File: src/rtl/led_driver_rx.sv
// -----------------------------------------------------------------------------
// led_driver_rx
// Receive side of a serial-loaded LED driver. The controller clocks a
// grayscale or dot-correction frame into a shift register over led_sclk,
// latches it with led_xlat, and the block then produces one PWM output per
// channel, timed against the led_gsclk reference.
//
// All controller signals are asynchronous to clock and are brought in through
// two-flop synchronisers. Rising edges are found by comparing synchroniser
// stage 2 against a stage-3 copy, so an input change captured at clock edge k
// is acted on at edge k+2.
//
// Ports
//   clock       system clock, all state changes on its rising edge
//   reset       asynchronous, active-high reset
//   led_sclk    serial shift clock (asynchronous)
//   led_sin     serial data, taken on a led_sclk rise
//   led_mode    0 = grayscale frame, 1 = dot-correction frame (used at xlat)
//   led_blank   forces all PWM outputs off and clears the PWM counter
//   led_xlat    rising edge latches the shift register
//   led_gsclk   PWM reference clock, each rise advances the PWM counter
//   led_sout    shift-register MSB, for daisy-chaining
//   led_xerr    active-low frame-length error, held between latches
//   pwm_out     per-channel PWM drive (registered)
//   dc_value    latched dot-correction data
//   cycle_done  one-clock pulse when the PWM counter reaches its final value
// -----------------------------------------------------------------------------
module led_driver_rx #(
    parameter int CHANNELS = 16,
    parameter int GS_BITS  = 12,
    parameter int DC_BITS  = 6
) (
    input  logic                         clock,
    input  logic                         reset,
    input  logic                         led_sclk,
    input  logic                         led_sin,
    input  logic                         led_mode,
    input  logic                         led_blank,
    input  logic                         led_xlat,
    input  logic                         led_gsclk,
    output logic                         led_sout,
    output logic                         led_xerr,
    output logic [CHANNELS-1:0]          pwm_out,
    output logic [CHANNELS*DC_BITS-1:0]  dc_value,
    output logic                         cycle_done
);

    localparam int SR_W   = CHANNELS * GS_BITS;
    localparam int DC_W   = CHANNELS * DC_BITS;
    localparam int GS_LEN = SR_W;
    localparam int DC_LEN = DC_W;

    localparam logic [GS_BITS-1:0] CNT_MAX = {GS_BITS{1'b1}};
    localparam logic [GS_BITS-1:0] CNT_PEN = {{(GS_BITS-1){1'b1}}, 1'b0};

    // Bit positions inside the synchroniser vectors
    localparam int I_SCLK  = 5;
    localparam int I_SIN   = 4;
    localparam int I_MODE  = 3;
    localparam int I_BLANK = 2;
    localparam int I_XLAT  = 1;
    localparam int I_GSCLK = 0;

    logic [5:0]          sync_p0;
    logic [5:0]          sync_p1;
    logic [5:0]          sync_p2;
    logic [2:0]          edge_p3;   // {sclk, xlat, gsclk} stage-3 copies

    logic                sclk_rise;
    logic                xlat_rise;
    logic                gsclk_rise;
    logic                sin_s;
    logic                mode_s;
    logic                blank_s;

    logic [SR_W-1:0]     shift_reg;
    logic [7:0]          bit_cnt;
    logic [SR_W-1:0]     gs_latch;
    logic [GS_BITS-1:0]  pwm_cnt;

    // Saturating increment for the shift bit counter (holds at 255)
    function automatic logic [7:0] bit_cnt_inc(input logic [7:0] cnt);
        return (cnt == 8'hFF) ? cnt : cnt + 8'd1;
    endfunction

    // Saturating increment for the PWM counter (holds at all ones)
    function automatic logic [GS_BITS-1:0] pwm_cnt_inc(input logic [GS_BITS-1:0] cnt);
        return (cnt == CNT_MAX) ? cnt : cnt + 1'b1;
    endfunction

    assign sync_p0 = {led_sclk, led_sin, led_mode, led_blank, led_xlat, led_gsclk};

    // ---- stage p1/p2/p3: synchronisers and edge-detect copies ----
    always_ff @(posedge clock or posedge reset) begin
        if (reset) begin
            sync_p1 <= '0;
            sync_p2 <= '0;
            edge_p3 <= '0;
        end else begin
            sync_p1 <= sync_p0;
            sync_p2 <= sync_p1;
            edge_p3 <= {sync_p2[I_SCLK], sync_p2[I_XLAT], sync_p2[I_GSCLK]};
        end
    end

    always_comb begin
        sclk_rise  = sync_p2[I_SCLK]  & ~edge_p3[2];
        xlat_rise  = sync_p2[I_XLAT]  & ~edge_p3[1];
        gsclk_rise = sync_p2[I_GSCLK] & ~edge_p3[0];
        sin_s      = sync_p2[I_SIN];
        mode_s     = sync_p2[I_MODE];
        blank_s    = sync_p2[I_BLANK];
    end

    // ---- frame capture: shift register, bit count, latches ----
    // A latch in the same clock as a shift sees the pre-shift register and
    // count; the incoming bit then becomes the first bit of the next frame.
    always_ff @(posedge clock or posedge reset) begin
        if (reset) begin
            shift_reg <= '0;
            bit_cnt   <= '0;
            gs_latch  <= '0;
            dc_value  <= '0;
            led_xerr  <= 1'b1;
        end else begin
            if (xlat_rise) begin
                if (!mode_s) begin
                    gs_latch <= shift_reg;
                    led_xerr <= (32'(bit_cnt) == GS_LEN);
                end else begin
                    dc_value <= shift_reg[DC_W-1:0];
                    led_xerr <= (32'(bit_cnt) == DC_LEN);
                end
            end

            if (sclk_rise) begin
                shift_reg <= {shift_reg[SR_W-2:0], sin_s};
            end

            if (xlat_rise) begin
                bit_cnt <= sclk_rise ? 8'd1 : 8'd0;
            end else if (sclk_rise) begin
                bit_cnt <= bit_cnt_inc(bit_cnt);
            end
        end
    end

    assign led_sout = shift_reg[SR_W-1];

    // ---- PWM: counter, registered outputs, end-of-cycle pulse ----
    // pwm_out compares against the current counter, so a new GS latch shows
    // up one clock later and the counter itself keeps running.
    always_ff @(posedge clock or posedge reset) begin
        if (reset) begin
            pwm_cnt    <= '0;
            pwm_out    <= '0;
            cycle_done <= 1'b0;
        end else begin
            cycle_done <= 1'b0;
            if (blank_s) begin
                pwm_cnt <= '0;
                pwm_out <= '0;
            end else begin
                if (gsclk_rise) begin
                    pwm_cnt    <= pwm_cnt_inc(pwm_cnt);
                    cycle_done <= (pwm_cnt == CNT_PEN);
                end
                for (int n = 0; n < CHANNELS; n++) begin
                    pwm_out[n] <= (pwm_cnt < gs_latch[n*GS_BITS +: GS_BITS]);
                end
            end
        end
    end

endmodule

File: config.mk
export PLATFORM = sky130hd
export DESIGN_NAME = led_driver_rx
export DESIGN_NICKNAME = d
export VERILOG_FILES = /design/src/rtl/led_driver_rx.sv
export SDC_FILE = /design/constraint.sdc
export NUM_CORES = 1
export LEC_CHECK = 0
export BUFFER_PORTS_ARGS = -buffer_cell sky130_fd_sc_hd__buf_4
export CAP_MARGIN = 20
export CELL_PAD_IN_SITES_DETAIL_PLACEMENT = 1
export CELL_PAD_IN_SITES_GLOBAL_PLACEMENT = 2
export CORE_UTILIZATION = 36
export CTS_CLUSTER_DIAMETER = 60
export DETAILED_ROUTE_END_ITERATION = 7
export GPL_ROUTABILITY_DRIVEN = 0
export HOLD_SLACK_MARGIN = 0.05
export PLACE_DENSITY_LB_ADDON = 0.1
export SYNTH_ARGS = -nofsm -noshare
export SYNTH_HDL_FRONTEND = slang
export SYNTH_SLANG_ARGS = --single-unit
File: constraint.sdc
create_clock -name clock -period 16.84 [get_ports clock]
set_clock_uncertainty 0.15 [all_clocks]
set_input_delay 1.684 -clock clock [delete_from_list [all_inputs] [get_ports clock]]
set_output_delay 1.684 -clock clock [all_outputs]
set_load 0.01 [all_outputs]
---- Yosys cells after proc, flatten, opt, wreduce, memory -nomap -nowiden ----
Cells that the tools add are included.
operators by class
  add/subtract/negate cells ............... 2
  magnitude comparators ................... 16
  equal/unequal tests ..................... 7
  muxes and demuxes ....................... 11
  bitwise operators ....................... 7
  reductions and logical operators ........ 6
operators with widths
  cell                                                 number
  less-than comparator 12 bit                          16
  2-to-1 mux 12 bit                                    3
  equality test 12 bit, second input constant          2
  2-to-1 mux 8 bit                                     3
  equality test 8 bit, second input constant           2
  2-to-1 mux 16 bit                                    1
  adder 12 x 1 -> 12 bit, second input constant        1
  adder 8 x 1 -> 8 bit, second input constant          1
  equality test 8 x 7 -> 1 bit, second input constant  1
  AND reduction 2 bit                                  4
  2-to-1 mux 1 bit                                     4
  inequality test 2 bit, second input constant         2
  inverter 1 bit                                       4
  nonzero test 2 bit                                   2
  bitwise AND 1 bit                                    3
storage, ports and cells
  register bits ........................... 533
  bits of input ports ..................... 8
  output and inout port bits .............. 115
  word-level logic and storage cells ...... 60

---- Longest topological paths before layout ----
  word-level depth ........................ 4
  depth in mapped cells ................... 6
  depth with buffers taken out ............ 6

---- Worst setup path after synthesis ----
No wires, ideal clock.
  kind .................................... register -> output
  start point ............................. register led_xerr
  end point ............................... output port led_xerr
  arrival ................................. 0.529 ns
  required time ........................... 15.006 ns
  slack ................................... 14.477 ns
  cell stages (with the launch flop) ...... 1
  buffers on the path ..................... 0
  path through ............................ dfstp_2
RTL lines
  element                 RTL line  RTL
  start, declared         42        output logic led_xerr,
  start signal, assigned  129       led_xerr <= (32'(bit_cnt) == GS_LEN);
  start signal, assigned  132       led_xerr <= (32'(bit_cnt) == DC_LEN);
No word-level cell between the ends.

==> impl_metrics.yaml <==
run_status:
  outcome: "completed"
sta:
  finalCritPeriodShare_pct: 26.66
  maxSlewViolCount: 0
  hold_violations: 0
  holdWs_ns: 0.1948
  period_minus_slack_ns: 4.490
  finalSetupViolCount: 0
  rsz0062_at_grt: "false"
  slew_headroom_pct: 33.99
  finalSetupTns_ns: 0
  tightestPinTransition_ns: 0.9901
  fmax_ghz: 0.2227
final_layout:
  final_common_cell: "nand2_1"
  area_growth_pct: 16.85
  diodes: 0
  mostFrequentLayoutCells: "nand2_1, dfrtp_1, inv_1"
  finish.utilization_pct: 42.47
  drive_gt1_share_pct: 14.46
  nets: 2710
  fillCellCount: 7358
routing:
  firstDrtPassIters: 5
  routed_wl_mm: 63.22
  num_vias: 17040
  drtIter0Drc: 857
  vias_per_cell: 4.958
  drcViolationCount: 0
  antenna_left: 0
  avgRoutedWirePerCell_um: 18.40
flow_run:
  maxCapViolCount: 0
global_route:
  globalRouteOverflowTotal: 0
  antenna_found_initial: 2
  met1_usage_pct: 26.47
  grt_use_total_pct: 19.62
  grt_first_pass_wirelength_mm: 103.5
  grt_pass1_vias: 18640
  grtUsageMet3_pct: 2.827
  grt_util_met2_pct: 32.63
  busiest_layer: "met2"
  grt_max_degree: 200
synth:
  netlist_instances: 2416
  synth_edf_count: 0
  avgSynthCellArea_um2: 9.890
  syn_nets: 2604
  ys_types: 45
  yosysWarnings: 0
  ys_seq_area_share_pct: 55.82
  synthArstFlopShare_pct: 100.0
  synth.cell_area_mm2: 0.02390
  synth_ff_type: "dfrtp_1"
  synth.ff_latch_count: 533
floorplan:
  coreArea_mm2: 0.06575
  io_pins: 123
  die_h_um: 259.6
  rows: 94
  initial_core_util_pct: 36.35
  die_width_um: 259.6
  fp.dieArea_mm2: 0.06741
setup_path:
  arrival_ns: 4.91
  critPathMaxFanout: 147
  rrSetupSlack_ns: 13.86
  critPathLaunch: "reset"
  rr_worst_depth: 5
  cp-start-kind: "primary input"
  crit_path_end: "gs_latch[117]"
  rr_startpoint: "edge_p3[1]"
  r2r_end: "gs_latch[180]"
  worstSetupEndpointType: "async pin"
  critPathKind: "primary input to async pin"
  cp_data_required_time_ns: 17.26
worst_hold_path:
  holdCritPathClass: "flop to flop"
clock_tree:
  clk_pin_slew_ns: 0.05
  ctsHoldBuffers: 0
  clk_path_buf_depth: 3
  cts_post_setup_buffers_inserted: 0
  cts_buffers: 66
  cts_sinks: 533
  cts_tree: "built"
  htree_levels: 3
  ctsResizeCount: 0
  insertion_delay_ns: 0.60
  clockRootBuffer: "clkbuf_16"
power:
  total_power_mw: 2.946
  peakVddDrop_mv: 0.07023
  internal_power_mw: 2.258
  p_sw_uw: 687.4
  clockPowerShare_pct: 49.5
  p_per_area_mw_per_mm2: 105.5
  leakage_nw: 14.14
  p_seq_share_pct: 45.4
  pwr-share-comb_pct: 5.1
  p_sw_share_pct: 23.34
placed_design:
  dp_hpwl_mm: 36.69
  io_buffers: 122
## metal layers
metal,routed length [um],part of all wire [%]
met1,30140,48
met3,1779,2.8
met5,0,0
met4,1266,2.0
met2,30040,48
## cell usage after synthesis (16+ instances only)
master / count / area [um^2]
nand2_1: 796 / 2988
dfrtp_1: 532 / 13310
inv_1: 187 / 701.9
o21ai_0: 183 / 915.9
ha_1: 180 / 2252
mux2_2: 114 / 1284
clkbuf_1: 66 / 247.7
a21oi_1: 54 / 270.3
nor2_1: 46 / 172.7
nand4_1: 36 / 225.2
buf_2: 31 / 155.2
nand3_1: 26 / 130.1
a2111oi_0: 22 / 192.7
nor3_1: 21 / 105.1
nand2b_1: 20 / 125.1
o211ai_1: 17 / 127.6
a21o_1: 16 / 120.1
## how the worst min path moves through the flow
stage / cells after the start / endpoint / startpoint
finish: 0 / sync_p2[4] / sync_p1[4]
floorplan: 0 / sync_p2[0] / sync_p1[0]
global placement: 0 / sync_p2[4] / sync_p1[4]
detailed placement: 0 / sync_p2[4] / sync_p1[4]
global route: 0 / sync_p2[4] / sync_p1[4]
CTS: 0 / sync_p2[4] / sync_p1[4]
## critical path, cell delays in order
cell and delay (ns):
buf_4 0.13, inv_8 0.55, buf_4 0.81, buf_12 0.69, buf_4 0.86
## cell families (layout without fill, tap and decap cells)
family | count (synthesis) | in the layout | share of synthesized area (%)
simple gates | 973 | 973 | 16.57
flops | 533 | 533 | 55.82
compound gates | 318 | 318 | 7.645
buf+inv | 289 | 445 | 4.796
fa+ha+maj | 180 | 180 | 9.425
mux | 121 | 121 | 5.666
xor+xnor | 2 | 2 | 0.07332
## power by group through the flow
stage          registers (mW)  clock network (mW)  logic [mW]
3_5_place_dp             1.36                   0       0.154
4_1_cts                  1.34                1.51       0.154
3_3_place_gp             1.36                   0       0.148
2_1_floorplan            1.35                   0      0.0914
6_report                 1.34                1.46       0.149
5_1_grt                  1.34                1.56       0.169
## layout make-up
class                      instances  area, um^2  area share (%)
sequential                       533       13350           47.82
multi-input combinational       1594        9438           33.80
clock buffer                     100        2008           7.192
timing repair buffer             140        1109           3.970
tap                              864        1081           3.872
inverter                         187       709.4           2.541
clock inverter                    18       225.2          0.8066
## metrics by stage
stage               instances  setup WS [ns]  area, um^2
finish                   3436          12.35       27920
global route             3436          11.72       27920
CTS                      3435          12.08       27890
detailed placement       3317          11.43       25660
global placement         3316          11.52       25640
floorplan                2416         0.1124       23900
Power figures use the tool's default switching activity.
